### config.mk
export PLATFORM = sky130hd
export DESIGN_NAME = dmem_arbiter
export DESIGN_NICKNAME = d
export VERILOG_FILES = /design/src/rtl/dmem_arb_pkg.sv /design/src/rtl/rr_arb2.sv /design/src/rtl/dmem_arbiter.sv
export VERILOG_INCLUDE_DIRS = /design/src /design/src/rtl
export SDC_FILE = /design/constraint.sdc
export NUM_CORES = 1
export LEC_CHECK = 0
export ABC_AREA = 1
export CAP_MARGIN = 20
export CORE_AREA = 2 2 122 124
export CTS_CLUSTER_SIZE = 28
export DETAILED_ROUTE_END_ITERATION = 8
export DIE_AREA = 0 0 124 126
export PLACE_DENSITY = 0.7
export SLEW_MARGIN = 10
export SYNTH_ARGS = -nofsm -noshare
export SYNTH_HDL_FRONTEND = slang
export SYNTH_SLANG_ARGS = --single-unit
### constraint.sdc
create_clock -name clk -period 2 [get_ports clk]
set_input_delay 0.4 -clock clk [delete_from_list [all_inputs] [get_ports clk]]
set_output_delay 0.4 -clock clk [all_outputs]
set_load 0.05 [all_outputs]
### src/rtl/defs.sv
// Memory access mode codes shared by the data memory and its masters.
// Loads and stores use disjoint codes so a store carrying a load code
// (or vice versa) can be recognised as illegal.
`ifndef DMEM_DEFS_SV
`define DMEM_DEFS_SV

`define MEM_LB  3'b000
`define MEM_LH  3'b001
`define MEM_LW  3'b010
`define MEM_SW  3'b011
`define MEM_LBU 3'b100
`define MEM_LHU 3'b101
`define MEM_SB  3'b110
`define MEM_SH  3'b111

`endif

### src/rtl/dmem_arb_pkg.sv
// Shared definitions for the data-memory arbiter: FSM state codes, owner
// encoding, mode constants and the access legality helpers.
`include "defs.sv"

package dmem_arb_pkg;

    // Mode codes mirrored from defs.sv so users need only import the package.
    localparam logic [2:0] MODE_LB  = `MEM_LB;
    localparam logic [2:0] MODE_LH  = `MEM_LH;
    localparam logic [2:0] MODE_LW  = `MEM_LW;
    localparam logic [2:0] MODE_LBU = `MEM_LBU;
    localparam logic [2:0] MODE_LHU = `MEM_LHU;
    localparam logic [2:0] MODE_SB  = `MEM_SB;
    localparam logic [2:0] MODE_SH  = `MEM_SH;
    localparam logic [2:0] MODE_SW  = `MEM_SW;

    // Response-slot FSM: IDLE = slot empty, RESP = slot holds a response.
    localparam logic [0:0] ST_IDLE = 1'b0;
    localparam logic [0:0] ST_RESP = 1'b1;

    // Which master owns the response slot.
    typedef enum logic {
        OWN_M0 = 1'b0,
        OWN_M1 = 1'b1
    } owner_e;

    // A load must carry a load code, a store must carry a store code.
    function automatic logic is_legal_mode(input logic we, input logic [2:0] mode);
        logic ok;
        if (we) begin
            ok = (mode == MODE_SB) || (mode == MODE_SH) || (mode == MODE_SW);
        end else begin
            ok = (mode == MODE_LB) || (mode == MODE_LH) || (mode == MODE_LW) ||
                 (mode == MODE_LBU) || (mode == MODE_LHU);
        end
        return ok;
    endfunction

    // Natural alignment: words on 4-byte, halfwords on 2-byte boundaries.
    function automatic logic is_misaligned(input logic [2:0] mode, input logic [1:0] lo);
        logic mis;
        mis = 1'b0;
        if ((mode == MODE_LW) || (mode == MODE_SW)) begin
            mis = (lo != 2'b00);
        end else if ((mode == MODE_LH) || (mode == MODE_LHU) || (mode == MODE_SH)) begin
            mis = lo[0];
        end
        return mis;
    endfunction

endpackage

### src/rtl/rr_arb2.sv
// Two-requester arbiter producing a one-hot grant. With both requesting,
// round-robin picks the master that did not win last; fixed priority
// always picks master 0. Nothing is granted while en_i is low.
module rr_arb2 (
    input  logic       rr_en_i,
    input  logic       en_i,
    input  logic       rr_last_i,
    input  logic [1:0] valid_i,
    output logic [1:0] gnt_o
);

    // One-hot grant selection.
    always_comb begin
        gnt_o = 2'b00;
        if (en_i) begin
            if (valid_i == 2'b11) begin
                if (rr_en_i && !rr_last_i) begin
                    gnt_o = 2'b10;
                end else begin
                    gnt_o = 2'b01;
                end
            end else begin
                gnt_o = valid_i;
            end
        end
    end

endmodule

### src/rtl/dmem_arbiter.sv
// Two-port arbiter/sequencer in front of the single-port data memory.
// Master 0 is the load/store unit, master 1 the debug/DMA port. Each
// accepted access drives the memory combinationally in the accept cycle
// and returns its response from a single registered slot one cycle later.
// Illegal, misaligned or out-of-range accesses get an error response and
// never write memory.
module dmem_arbiter
    import dmem_arb_pkg::*;
#(
    parameter int unsigned DEPTH_WORDS = 64,
    parameter bit          RR_EN       = 1'b1,
    parameter bit          CHECK_ALIGN = 1'b1
) (
    input  logic        clk,
    input  logic        rst_n,

    input  logic        m0_req_valid_i,
    output logic        m0_req_ready_o,
    input  logic        m0_we_i,
    input  logic [2:0]  m0_mode_i,
    input  logic [31:0] m0_addr_i,
    input  logic [31:0] m0_wdata_i,
    output logic        m0_rsp_valid_o,
    input  logic        m0_rsp_ready_i,
    output logic [31:0] m0_rdata_o,
    output logic        m0_rsp_err_o,

    input  logic        m1_req_valid_i,
    output logic        m1_req_ready_o,
    input  logic        m1_we_i,
    input  logic [2:0]  m1_mode_i,
    input  logic [31:0] m1_addr_i,
    input  logic [31:0] m1_wdata_i,
    output logic        m1_rsp_valid_o,
    input  logic        m1_rsp_ready_i,
    output logic [31:0] m1_rdata_o,
    output logic        m1_rsp_err_o,

    output logic        mem_we_o,
    output logic [2:0]  mem_mode_o,
    output logic [31:0] mem_a_o,
    output logic [31:0] mem_wd_o,
    input  logic [31:0] mem_rd_i
);

    localparam logic [29:0] WORD_LIMIT = 30'(DEPTH_WORDS);

    logic [0:0]  state_q, state_d;
    owner_e      owner_q, owner_d;
    logic        rr_last_q, rr_last_d;
    logic [31:0] rdata_q, rdata_d;
    logic        err_q, err_d;

    logic        rsp_pend;
    logic        m0_rsp_valid;
    logic        m1_rsp_valid;
    logic        rsp_done;
    logic        slot_free;
    logic [1:0]  gnt;
    logic        acc;

    logic        sel_we;
    logic [2:0]  sel_mode;
    logic [31:0] sel_addr;
    logic [31:0] sel_wdata;
    logic        out_of_range;
    logic        req_err;

    // Response slot status; only the owner ever sees a valid response.
    always_comb begin
        rsp_pend     = (state_q == ST_RESP);
        m0_rsp_valid = rsp_pend & (owner_q == OWN_M0);
        m1_rsp_valid = rsp_pend & (owner_q == OWN_M1);
        rsp_done     = (m0_rsp_valid & m0_rsp_ready_i) | (m1_rsp_valid & m1_rsp_ready_i);
        // The slot can take a new access in the same cycle the old response
        // is consumed; nothing is granted while reset is held.
        slot_free    = rst_n & (~rsp_pend | rsp_done);
    end

    rr_arb2 u_rr_arb2 (
        .rr_en_i   (RR_EN),
        .en_i      (slot_free),
        .rr_last_i (rr_last_q),
        .valid_i   ({m1_req_valid_i, m0_req_valid_i}),
        .gnt_o     (gnt)
    );

    assign m0_req_ready_o = gnt[0];
    assign m1_req_ready_o = gnt[1];
    assign acc            = |gnt;

    // Route the granted master's request and classify it.
    always_comb begin
        if (gnt[1]) begin
            sel_we    = m1_we_i;
            sel_mode  = m1_mode_i;
            sel_addr  = m1_addr_i;
            sel_wdata = m1_wdata_i;
        end else begin
            sel_we    = m0_we_i;
            sel_mode  = m0_mode_i;
            sel_addr  = m0_addr_i;
            sel_wdata = m0_wdata_i;
        end
        out_of_range = (sel_addr[31:2] >= WORD_LIMIT);
        req_err      = ~is_legal_mode(sel_we, sel_mode) |
                       (CHECK_ALIGN & is_misaligned(sel_mode, sel_addr[1:0])) |
                       out_of_range;
    end

    // Memory port: driven only in an accept cycle, parked otherwise.
    always_comb begin
        mem_we_o   = 1'b0;
        mem_mode_o = MODE_LW;
        mem_a_o    = '0;
        mem_wd_o   = '0;
        if (acc) begin
            mem_we_o   = sel_we & ~req_err;
            mem_mode_o = sel_mode;
            mem_a_o    = sel_addr;
            mem_wd_o   = sel_wdata;
        end
    end

    // Next-state: load the slot on accept, otherwise empty it on handshake.
    always_comb begin
        state_d   = state_q;
        owner_d   = owner_q;
        rr_last_d = rr_last_q;
        rdata_d   = rdata_q;
        err_d     = err_q;
        if (acc) begin
            state_d   = ST_RESP;
            owner_d   = gnt[1] ? OWN_M1 : OWN_M0;
            rr_last_d = gnt[1];
            rdata_d   = (~sel_we & ~req_err) ? mem_rd_i : 32'h0;
            err_d     = req_err;
        end else if (rsp_done) begin
            state_d = ST_IDLE;
        end
    end

    // State registers; reset leaves m1 as last winner so m0 goes first.
    always_ff @(posedge clk or negedge rst_n) begin
        if (!rst_n) begin
            state_q   <= ST_IDLE;
            owner_q   <= OWN_M0;
            rr_last_q <= 1'b1;
            rdata_q   <= '0;
            err_q     <= 1'b0;
        end else begin
            state_q   <= state_d;
            owner_q   <= owner_d;
            rr_last_q <= rr_last_d;
            rdata_q   <= rdata_d;
            err_q     <= err_d;
        end
    end

    // Shared response registers, gated so the non-owner sees zeros.
    always_comb begin
        m0_rsp_valid_o = m0_rsp_valid;
        m1_rsp_valid_o = m1_rsp_valid;
        m0_rdata_o     = m0_rsp_valid ? rdata_q : 32'h0;
        m1_rdata_o     = m1_rsp_valid ? rdata_q : 32'h0;
        m0_rsp_err_o   = m0_rsp_valid & err_q;
        m1_rsp_err_o   = m1_rsp_valid & err_q;
    end

endmodule

==> parameters.txt <==
Parameter                              Value

Outcome
  Outcome    complete, but fails checks
  Violations in the final reports    negative setup slack

Floorplan
  Core Region    14300 um^2
  FP Rows    44
  IO Pins    312
  Die area    15600 um^2
  Initial standard-cell utilization of the core    0.264
  Die H    126 um
  Width of the die    124 um

Timing
  Headroom to the max-slew limit    0.721
  Maximum frequency from static timing analysis    371 MHz
  Period utilisation layout    1.35
  Count of final max-slew check failures    0
  Post-route worst setup slack    -0.698 ns
  Tightest hold margin    0.348 ns
  Setup violation total in the final timing report    103
  Clock tree skew after final layout    0.00708 ns
  Slew of the pin with the lowest slew margin    0.418 ns
  Min Clock Period, post-route    2.70 ns
  Final hold violation count    0
  Unrepaired setup endpoints after global routing    true

Pwr
  Sequential group share of total power    0.102
  Leakage Power    0.00464 uW
  Clock network power share    0.096
  Internal portion of total power    4060 uW
  Switching share of power    0.505
  Power density relative to cell area    792 nW/um^2
  Share of total power in combinational logic    0.802
  Largest voltage drop on the vdd net    640 uV
  Net switching power    4150 uW
  Final Total Pwr    8210 uW

Worst setup path
  Worst endpoint data arrival time    2.30 ns
  Critical path launch point type    primary input
  Most frequent cell on the critical path    buf_12
  Crit path max-delay cell type    clkdlybuf4s15_1
  CP endpoint kind    primary output
  Top fanout value on the critical path    8
  Worst setup path class    in -> out
  R2R depth    12
  Required time of the worst setup path    1.60 ns
  Crit path largest cell delay    0.23 ns
  Source of the worst register-to-register timing path    rsp_pend
  Endpoint of the worst register-to-register path    rdata_q[13]
  CP Cell Sequence    clkdlybuf4s15_1, a21boi_4, nand4_4, buf_12, buf_12, o21ai_4, nand2_1, nor2_2, nand2_2, nor2_4, nand3_2, nor2_4, buf_12
  Minimum setup slack among reg-to-reg paths    -0.29 ns

CTS
  Cell at the root of the clock tree    clkbuf_16
  # hold bufs at CTS    0
  Post-CTS clock slew at the launch and capture registers of the worst setup and hold paths    0.06 ns
  H-Tree Level Count    2
  Num Clock Sinks    36
  TritonCTS clock tree    done
  Clock tree buffer depth    2
  Clock latency reported for the late side of the worst-skew pair    0.28 ns
  Number of buffers added by the clock tree synthesis step    5

Place
  DP HPWL    15200 um
  Weighted congestion at the end of routability-driven global placement    0.944
  Port buffer count    311
  Place WS    -0.853 ns
  Placement Cell Area    9000 um^2

Global route
  Number of global-route vias before repair    5996
  First-pass GRT wire length    30600 um
  Total overflow reported by the global router    0
  Maximum number of pins on one net before global-route repair    41
  Antenna violations before repair    2
  GR Util All Layers    0.247

Synthesis
  Proportion of synthesized chip area in sequential cells    0.239
  Synth Register Bits    36
  Cell type contributing the most total cell area after synthesis    dfrtp_1
  Net Count, Synth    883
  Avg Inst Size Synth    5.32 um^2
  Post-Synthesis Cell Area    3770 um^2
  Cell types with the largest area share after synthesis    dfrtp_1, nand2_1, nor2_1, inv_1, nand4_1
  Yosys warning count    0
  Area fraction of the dominant cell type after synthesis    0.232
  Cell count after synthesis    709
  Unique masters post-synth    23

Final layout
  Storage element area    905 um^2
  Fraction of final layout cells sized beyond drive strength 1    0.393
  Leading cell type in the layout, fill and taps excluded    nand2_1
  Total Nets Final    1267
  Area growth syn-to-layout    175%
  Area of the multi-input gates    3300 um^2
  Final instance area    10400 um^2
  Number of fill cells in the layout    1070
  Most frequent cells in the layout    nand2_1, clkdlybuf4s50_1, inv_1
  Final design utilization    0.724

Drt
  Via count    5998
  Average vias per placed instance    4.69
  Count of TritonRoute iterations in the first routing pass    5
  Number of violations reported at the end of detailed-routing iteration 0    309
  Number of remaining DRC errors    0
  Final routed wire length divided by cell count    16.6 um
  Number of nets still failing antenna checks after routing    0
  Total Wirelength    21200 um

Min path
  Path category of the worst min-delay check    in -> async

Job
  Number of max-capacitance violations reported    0
[per-stage QoR]
stage | setup TNS, ns | cells
after floorplan | -24.25 | 709
after global placement | -69.67 | 1242
after detailed placement | -72.16 | 1242
after CTS | -45.83 | 1276
after global routing | -49.84 | 1279
final | -39.77 | 1279
[layer usage]
| metal | part of all wire | track usage | up-vias | wire length [um] |
|---|---|---|---|---|
| li1 | - | - | 2913 | - |
| met1 | 0.36 | 0.271 | 2780 | 7730 |
| met2 | 0.51 | 0.441 | 249 | 10800 |
| met3 | 0.088 | 0.0779 | 54 | 1870 |
| met4 | 0.038 | 0.0912 | 2 | 800 |
| met5 | 0.00061 | 0 | - | 13 |
[worst max path at each step]
stage	start	endpoint	slack, ns	cells after the start
CTS	rr_last_q	mem_we_o	-0.72	13
floorplan	m1_req_valid_i	mem_we_o	-0.40	11
detailed placement	m1_req_valid_i	mem_we_o	-0.85	12
global placement	m1_req_valid_i	mem_we_o	-0.82	12
finish	m0_req_valid_i	mem_we_o	-0.70	13
global route	rr_last_q	mem_we_o	-0.80	12
[flip-flops by register name, indices dropped and copies added, names as in the netlist]
signal and cells:
rdata_q 32, err_q 1, owner_q 1, rr_last_q 1, rsp_pend 1
[logic make-up (layout without fill, tap and decap cells)]
group | Yosys count | after routing | share of synthesized area
simple gates | 444 | 444 | 0.486
buf+inv | 170 | 555 | 0.191
compound gates | 59 | 59 | 0.0839
flops | 36 | 36 | 0.239
other cells | 0 | 1 | 0
[synth_stat cells]
cell type    n
inv_1      120
a21oi_2      1
a21oi_1     33
o21ai_1     20
a21boi_4     1
nand3_2      1
buf_2       17
nand3_1      8
nor2_4       1
nor2_2       2
buf_6        6
o21ai_0      3
clkbuf_1    20
dfstp_2      1
o21ai_2      1
dfrtp_1     35
nor2_1     150
buf_4        4
clkinv_1     1
inv_2        2
nand4_1     49
nand4_4      1
nand2_1    232
[critical path, delay by kind of cell]
family | cells | cell delay [ns]
compound gates | 2 | 0.34
buf+inv | 4 | 0.69
simple gates | 7 | 0.87
[final cells by class]
class / instances / area share
Tap cell: 184 / 0.0222
Multi-Input combinational cell: 503 / 0.319
Clock inverter: 3 / 0.00229
Sequential cell: 36 / 0.0873
Inverter: 123 / 0.0455
Antenna cell: 1 / 0.000241
Timing Repair Buffer: 424 / 0.511
Clock buffer: 5 / 0.0121
[power by group through the flow]
stage          logic, uW  clock network, uW  registers [uW]
4_1_cts             6090                802             835
2_1_floorplan       3270                  0             819
3_5_place_dp        5220                  0             838
5_1_grt             6900                836             842
3_3_place_gp        5190                  0             838
6_report            6580                788             835
[timing repair]
item                       CTS  global route
buffers inserted            19             5
pin swaps                   12            24
resized for setup          136           104
hold endpoints to repair     0             0
setup endpoints to repair  136           141
cloned                       7             5
Note: power is estimated with default switching activity, not from simulation.
